File: config.mk
export PLATFORM = sky130hd
export DESIGN_NAME = rf_write_arbiter
export DESIGN_NICKNAME = d
export VERILOG_FILES = /design/src/rtl/rf_write_arbiter_pkg.sv /design/src/rtl/rf_write_arbiter_rr_pick2.sv /design/src/rtl/rf_write_arbiter.sv
export SDC_FILE = /design/constraint.sdc
export NUM_CORES = 1
export LEC_CHECK = 0
export ABC_CLOCK_PERIOD_IN_PS = 2100
export BUFFER_PORTS_ARGS = -buffer_cell sky130_fd_sc_hd__clkbuf_2
export CAP_MARGIN = 20
export CORE_UTILIZATION = 40
export CTS_BUF_LIST = sky130_fd_sc_hd__clkbuf_8
export DETAILED_ROUTE_END_ITERATION = 7
export PLACE_DENSITY = 0.8
export RECOVER_POWER = 100
export SLEW_MARGIN = 5
export SYNTH_ARGS = -nofsm -noshare
export SYNTH_HDL_FRONTEND = slang
export SYNTH_SLANG_ARGS = --single-unit
File: constraint.sdc
create_clock -name clk -period 2.1 [get_ports clk]
set_clock_uncertainty 0.1 [all_clocks]
set_input_delay 0.63 -clock clk [delete_from_list [all_inputs] [get_ports clk]]
set_output_delay 0.63 -clock clk [all_outputs]
set_load 0.05 [all_outputs]
File: src/rtl/rf_write_arbiter_pkg.sv
`default_nettype none
// ============================================================================
// Module      : rf_write_arbiter_pkg
// Description : Shared types and defaults for the register-file write arbiter
//               and the register file it feeds.
// Revision    : 1.0 - initial release
// ============================================================================
package rf_write_arbiter_pkg;

    // Width defaults shared with the register file so both sides agree.
    localparam int DATA_WIDTH_DEF = 32;
    localparam int ADDR_WIDTH_DEF = 3;

    // Arbiter ownership state.
    typedef enum logic [1:0] {
        IDLE = 2'd0,
        OWN0 = 2'd1,
        OWN1 = 2'd2
    } arb_state_e;

    // Debug owner encodings.
    localparam logic [1:0] OWNER_NONE = 2'b00;
    localparam logic [1:0] OWNER_M0   = 2'b01;
    localparam logic [1:0] OWNER_M1   = 2'b10;

    // Map a state to its debug owner code.
    function automatic logic [1:0] owner_of(input arb_state_e s);
        case (s)
            OWN0:    owner_of = OWNER_M0;
            OWN1:    owner_of = OWNER_M1;
            default: owner_of = OWNER_NONE;
        endcase
    endfunction

endpackage : rf_write_arbiter_pkg
`default_nettype wire

File: src/rtl/rf_write_arbiter_rr_pick2.sv
`default_nettype none
// ============================================================================
// Module      : rr_pick2
// Description : Combinational 2-way picker. A forced owner bit restricts the
//               grant to that master; otherwise prio breaks a tie.
// Revision    : 1.0 - initial release
// ============================================================================
module rr_pick2 (
    input  logic       req0,
    input  logic       req1,
    input  logic       prio,
    input  logic [1:0] force_owner,
    output logic [1:0] gnt
);

    // One-hot grant; a forced owner blocks the other master entirely.
    always_comb begin
        gnt = 2'b00;
        if (force_owner[0]) begin
            gnt[0] = req0;
        end else if (force_owner[1]) begin
            gnt[1] = req1;
        end else begin
            gnt[0] = req0 & (~req1 | ~prio);
            gnt[1] = req1 & (~req0 |  prio);
        end
    end

endmodule : rr_pick2
`default_nettype wire

File: src/rtl/rf_write_arbiter.sv
`default_nettype none
// ============================================================================
// Module      : rf_write_arbiter
// Description : Round-robin arbiter of two write masters onto the single
//               register-file write port, with a bounded ownership lock and
//               one registered output stage.
// Revision    : 1.0 - initial release
// ============================================================================
module rf_write_arbiter
    import rf_write_arbiter_pkg::*;
#(
    parameter int DATA_WIDTH = DATA_WIDTH_DEF,
    parameter int ADDR_WIDTH = ADDR_WIDTH_DEF,
    parameter int MAX_LOCK   = 4
) (
    input  logic                  clk,
    input  logic                  reset,
    input  logic                  req0,
    input  logic                  req1,
    input  logic [ADDR_WIDTH-1:0] addr0,
    input  logic [ADDR_WIDTH-1:0] addr1,
    input  logic [DATA_WIDTH-1:0] data0,
    input  logic [DATA_WIDTH-1:0] data1,
    input  logic                  lock0,
    input  logic                  lock1,
    output logic                  gnt0,
    output logic                  gnt1,
    output logic                  we,
    output logic [ADDR_WIDTH-1:0] wAddr,
    output logic [DATA_WIDTH-1:0] wData,
    output logic [1:0]            owner
);

    localparam int CNT_W = $clog2(MAX_LOCK + 1);

    arb_state_e            state_q, state_d;
    logic                  prio_q, prio_d;
    logic [CNT_W-1:0]      cnt_q, cnt_d;
    logic                  we_q;
    logic [ADDR_WIDTH-1:0] waddr_q;
    logic [DATA_WIDTH-1:0] wdata_q;
    logic [1:0]            owner_q;

    logic       owned;      // current owner is still requesting
    logic       arb_prio;   // priority used when arbitrating freely
    logic [1:0] force_vec;
    logic [1:0] pick;
    logic [1:0] gnt;
    logic       win;        // 1 when master 1 wins
    logic       lock_win;

    // Ownership holds only while the owner keeps requesting; a dropped
    // request releases it immediately and hands priority to the other side.
    always_comb begin
        owned     = ((state_q == OWN0) && req0) || ((state_q == OWN1) && req1);
        force_vec = {(state_q == OWN1) && req1, (state_q == OWN0) && req0};
        if (state_q == OWN0)      arb_prio = 1'b1;
        else if (state_q == OWN1) arb_prio = 1'b0;
        else                      arb_prio = prio_q;
    end

    rr_pick2 u_pick (
        .req0        (req0),
        .req1        (req1),
        .prio        (arb_prio),
        .force_owner (force_vec),
        .gnt         (pick)
    );

    // Grants are suppressed during reset so the master retries later.
    always_comb begin
        gnt      = reset ? 2'b00 : pick;
        win      = gnt[1];
        lock_win = win ? lock1 : lock0;
    end

    assign gnt0 = gnt[0];
    assign gnt1 = gnt[1];

    // Next state, priority pointer and lock counter.
    always_comb begin
        state_d = state_q;
        prio_d  = prio_q;
        cnt_d   = cnt_q;
        if (owned) begin
            cnt_d = cnt_q + CNT_W'(1);
            if (!lock_win || (cnt_d == CNT_W'(MAX_LOCK))) begin
                state_d = IDLE;
                prio_d  = ~win;
                cnt_d   = '0;
            end
        end else if (gnt != 2'b00) begin
            prio_d = ~win;
            if (lock_win) begin
                state_d = win ? OWN1 : OWN0;
                cnt_d   = CNT_W'(1);
            end else begin
                state_d = IDLE;
                cnt_d   = '0;
            end
        end else begin
            state_d = IDLE;
            prio_d  = arb_prio;
            cnt_d   = '0;
        end
    end

    // State registers and the registered write-port stage.
    always_ff @(posedge clk) begin
        if (reset) begin
            state_q <= IDLE;
            prio_q  <= 1'b0;
            cnt_q   <= '0;
            owner_q <= OWNER_NONE;
            we_q    <= 1'b0;
            waddr_q <= '0;
            wdata_q <= '0;
        end else begin
            state_q <= state_d;
            prio_q  <= prio_d;
            cnt_q   <= cnt_d;
            owner_q <= owner_of(state_d);
            we_q    <= (gnt != 2'b00);
            if (gnt != 2'b00) begin
                waddr_q <= win ? addr1 : addr0;
                wdata_q <= win ? data1 : data0;
            end
        end
    end

    assign we    = we_q;
    assign wAddr = waddr_q;
    assign wData = wdata_q;
    assign owner = owner_q;

endmodule : rf_write_arbiter
`default_nettype wire

# Word-level counts from Yosys, hierarchy flattened
# Index checks and enable logic that the tools add are counted.
[classes]
bitwise = 8
mux = 23
addsub = 1
reduce_logical = 6
eq_ne = 6
[op_table]
columns = ["op", "count"]
rows = [
  ["$mux W32", 1],
  ["$mux W2", 6],
  ["$mux W3", 4],
  ["$mux W1", 11],
  ["$eq A2 B1 Y1 const B", 2],
  ["$eq A2 B2 Y1 const B", 2],
  ["$not A1 Y1", 4],
  ["$pmux W2 S2", 1],
  ["$add A3 B1 Y3 const B", 1],
  ["$eq A3 B3 Y1 const B", 1],
  ["$and A1 B1 Y1", 2],
  ["$logic_and A1 B1 Y1", 2],
  ["$logic_or A1 B1 Y1", 2],
  ["$ne A2 B1 Y1 const B", 1],
  ["$or A1 B1 Y1", 2],
  ["$reduce_bool A2 Y1", 1],
  ["$logic_not A1 Y1", 1],
]
[totals]
elab_cells = 51
register_bits = 44
in_bits = 76
output_inout_bits = 40

# Logic depth before layout (Yosys ltp)
[logic_depth]
ltp_word = 16
ltp_mapped = 8
ltp_nobuf = 5

# By module
# From an unflattened synthesis, not the netlist that was laid out.
[unflattened]
cells_unflattened = 235
area_unflattened_um2 = 2037.0
[modules_own_cells]
columns = ["module", "seq_area_each_um2", "instances", "area_each_um2", "cells_per_inst"]
rows = [
  ["rf_write_arbiter", 880.8, 1, 2009.4, 230],
  ["rr_pick2", 0.0, 1, 27.5, 5],
]

# Worst setup path after synthesis
# Ideal clock, no wire load.
[synth_timing]
path_kind = "in2out"
start = "input reset"
end = "output gnt0"
required_time_ns = 1.370
path_buffers = 2
stages = 3
t_arrival_ns = 2.198
slack_ns = -0.828
cell_sequence = "clkbuf_1 clkbuf_1 a211oi_1"
[synth_between]
elab_chain_cells = 1
[synth_lines]
columns = ["item", "line_no", "source"]
rows = [
  ["start, declared", "rf_write_arbiter.sv:17", "input logic reset,"],
  ["$mux W2", "rf_write_arbiter.sv:72", "gnt = reset ? 2'b00 : pick;"],
  ["end, declared", "rf_write_arbiter.sv:26", "output logic gnt0,"],
]
# No other way between the ends.

# Worst setup path after layout
[layout_timing]
start = "input req0"
end = "output gnt1"
[layout_between]
elab_chain_cells = 6
word_cells_on_any_way = 7
cone_classes = "mux (3); bitwise (3); reduce/logical (1)"
[layout_lines]
columns = ["item", "line_no", "source"]
rows = [
  ["start, declared", "rf_write_arbiter.sv:18", "input logic req0,"],
  ["$not A1 Y1", "rf_write_arbiter_rr_pick2.sv:25", "gnt[1] = req1 & (~req0 | prio);"],
  ["$or A1 B1 Y1", "rf_write_arbiter_rr_pick2.sv:25", ""],
  ["$and A1 B1 Y1", "rf_write_arbiter_rr_pick2.sv:25", ""],
  ["$mux W1", "rf_write_arbiter_rr_pick2.sv:21", "end else if (force_owner[1]) begin"],
  ["$mux W1 *", "rf_write_arbiter_rr_pick2.sv:19", "if (force_owner[0]) begin"],
  ["$mux W2 *", "rf_write_arbiter.sv:72", ""],
  ["end, declared", "rf_write_arbiter.sv:27", "output logic gnt1,"],
]
# Every way passes the cells marked *; elsewhere a longest branch is shown, timed or not.

==> flow_summary.json <==
{
  "synthXorXnorAreaFrac_pct": 0.4394,
  "ys_async_sr_fraction_pct": 0,
  "fin_ws_ns": -0.09834,
  "dp_hpwl_um": 3437,
  "yosys_most_used_dff": "dfxtp_1",
  "viasPerCell": 4.757,
  "layout_worst_path_cycle_share_pct": 104.7,
  "cells_along_the_critical_path": "clkbuf_16 -> inv_12 -> o311ai_4 -> clkinvlp_4 -> clkbuf_16",
  "run_status": "finished, violations left",
  "num_vias": 1879,
  "finalSetupViolCount": 3,
  "core-area_mm2": 0.004755,
  "area.growth.synth_to_final_pct": 43.75,
  "main_combinational_cell_family_by_area_after_synthesis": "compound AO/OA/AOI/OAI gates",
  "clock_pin_slew_reported_for_the_worst_setup_and_hold_paths_after_clock_tree_synthesis_ns": 0.08,
  "critical_path_maximum_fanout": 3,
  "drt-pass1-iter-count": 4,
  "htree_num_levels": 2,
  "path_buf_inv": 4,
  "netlist_area_mm2": 0.001993,
  "max-cap-violations": 0,
  "critPathMostFrequentCell": "clkbuf_16",
  "initial_core_util_pct": 41.92,
  "antenna_violations_before_repair": 0,
  "via_count_of_the_first_global_routing_pass": 1677,
  "syn_area_per_cell_um2": 9.819,
  "tightestPinTransition_ns": 0.8310,
  "synth.ff_latch_count": 44,
  "min-delay-path-class": "reg -> reg",
  "start_kind": "input pin",
  "portBuffers": 115,
  "synth-adder-area-share_pct": 1.758,
  "violations": "setup timing",
  "timing.critical_path.required_ns": 1.37,
  "synth.yosys.seq_area_share_pct": 44.19,
  "globalRoute.totalOverflow": 0,
  "crit_type": "in -> out",
  "max_slew_margin_pct": 44.60,
  "fillerInstances": 445,
  "unrepaired_setup_endpoints_after_global_routing": "yes",
  "synth_enable_flop_cells": 0,
  "grt.total_usage_pct": 18.13,
  "total_power_w": 0.002066,
  "cts_buffer_depth": 2,
  "avgRoutedWirePerCell_um": 11.92,
  "netlist-cell-type-count": 29,
  "critPathCaptureType": "primary output",
  "diodes": 0,
  "cts.root.buffer_cell": "clkbuf_8",
  "grt_first_pass_wirelength_um": 7300,
  "worstSkewPairLatency_ns": 0.29,
  "final_layout_size_suffix_gt1_share_pct": 34.76,
  "holdWs_ns": 0.3995,
  "post-route-util_pct": 60.26,
  "drc_errors": 0,
  "yosys.area_share.simple_pct": 11.74,
  "fmaxAchievable_mhz": 454.9,
  "critical_path.max_stage_delay_ns": 0.31,
  "vdd_drop_max_uv": 339.0,
  "setup.reg_to_reg.worst_slack_ns": 0,
  "tritoncts": "built",
  "timing_hold_violations_final": 0,
  "rows": 25,
  "synth_compound_area_share_pct": 18.46,
  "critPathTopFamily": "buffers and inverters",
  "gpl.final_weighted_congestion": 0.8523,
  "pin_count": 116,
  "nNetsFinal": 405,
  "synth_nets": 281,
  "routed_wirelength_um": 4709,
  "die_width_um": 72.59,
  "detailedRoute.firstIterationViolations": 39,
  "drt.antenna.violating_nets": 0,
  "cp_slowest_cell": "o311ai_4",
  "die-area_mm2": 0.005269,
  "die_height_um": 72.59,
  "design_area_mm2": 0.002865,
  "cp.arrival_ns": 1.47,
  "power.leakage_nw": 1.428,
  "numClockSinks": 44,
  "synth_cells": 203,
  "yosys_warnings": 0,
  "pd_cells_mw_per_mm2": 721.1,
  "period_needed_ns": 2.198,
  "post_synthesis_mux_area_share_pct": 18.08,
  "report.final.slew_viol_count": 0,
  "grt_start_max_net_pins": 41,
  "placed_cell_area_mm2": 0.002716,
  "tritoncts.num_buffers": 5
}
[metal layers]
| metal | vias to the layer above | global-route usage (%) | part of all wire (%) | routed length [um] |
|---|---|---|---|---|
| met5 | - | 0 | 0 | 0 |
| met3 | 13 | 4.834 | 6.1 | 289 |
| met2 | 78 | 31.57 | 51 | 2395 |
| met1 | 803 | 20.36 | 41 | 1917 |
| li1 | 985 | - | - | - |
| met4 | 0 | 9.150 | 2.3 | 107 |
[registers in the layout, summed over array words and instances, names as in the netlist]
register,flops
we,1
cnt_q,3
wAddr,3
wData,32
state_q,2
prio_q,1
owner,2
[through the flow]
| stage | cells | setup TNS (ns) | setup WS [ns] |
|---|---|---|---|
| 2_1_floorplan | 203 | -0.2356 | -0.1196 |
| 3_3_place_gp | 380 | -2.127 | -0.1670 |
| 4_1_cts | 395 | -0.08537 | -0.08537 |
| 5_1_grt | 395 | -0.7552 | -0.1418 |
| 6_report | 395 | -0.1519 | -0.09834 |
| 3_5_place_dp | 380 | -3.089 | -0.1830 |
[layout by cell type, fill, tap and decap left out, drive strengths merged, types with 3 or more instances in the layout]
master    n
mux2i    36
nand2     3
o21ai     5
buf      18
nor2     37
a211oi   36
inv       3
clkbuf  122
dfxtp    44
[worst min-delay path, delay by kind of cell, from the launching register on]
kind               cells  cell delay, ns
AOI/OAI and AO/OA      1            0.05
and+or+nand+nor        1            0.09
DFF                    1            0.31
[power by group]
part | internal (W) | total (W) | switching [W]
clock network | 0.000262 | 0.000543 | 0.000281
logic | 0.000205 | 0.000589 | 0.000384
registers | 0.000897 | 0.000934 | 0.0000368
[path summary, 6_finish.rpt]
path / start / cells past startpoint / endpoint
setup reg to reg: state_q[1] / 11 / state_q[1]
hold / removal: wData[29] / 2 / wData[29]
hold reg to reg: wData[29] / 2 / wData[29]
setup / recovery: req0 / 5 / gnt1
[layout make-up]
type	instances	area, um2	area share, %
flip-flops and latches	44	885.9	30.92
inverters	3	27.53	0.9607
clock buffers	6	82.58	2.882
repair buffers	134	733.2	25.59
multi-input cells	139	1041	36.33
clock inverters	2	11.26	0.3930
well taps	67	83.83	2.926
[kinds of logic (layout without fill, tap and decap cells)]
kind of cell	count (synthesis)	in the layout
AND/OR/NAND/NOR	51	51
flip-flops	44	44
AO/OA/AOI/OAI	48	48
buffers and inverters	20	145
multiplexers	36	36
XOR/XNOR	1	1
adder cells (fa/ha/maj)	3	3
[synth_stat cells (2+ instances only)]
master / number / share of area [%]
a21o_1: 2 / 0.75
nor3b_2: 2 / 1.3
mux2i_1: 36 / 18
nor2_1: 37 / 7.0
nand2_1: 3 / 0.56
o21ai_0: 5 / 1.3
dfxtp_1: 44 / 44
inv_1: 2 / 0.38
nand2b_1: 2 / 0.63
buf_6: 4 / 2.3
a211oi_1: 36 / 14
ha_1: 2 / 1.3
clkbuf_1: 12 / 2.3
[what timing repair did]
action / 4_1_cts / 5_1_grt
endpoints found under the setup margin: 2 / 4
hold buffers: 0 / 0
hold endpoints to repair: 0 / 0
gates cloned: 0 / 0
gates resized for setup: 13 / 3
buffers inserted: 7 / 0
pin swaps: 3 / 0
Power figures use the tool's default switching activity.
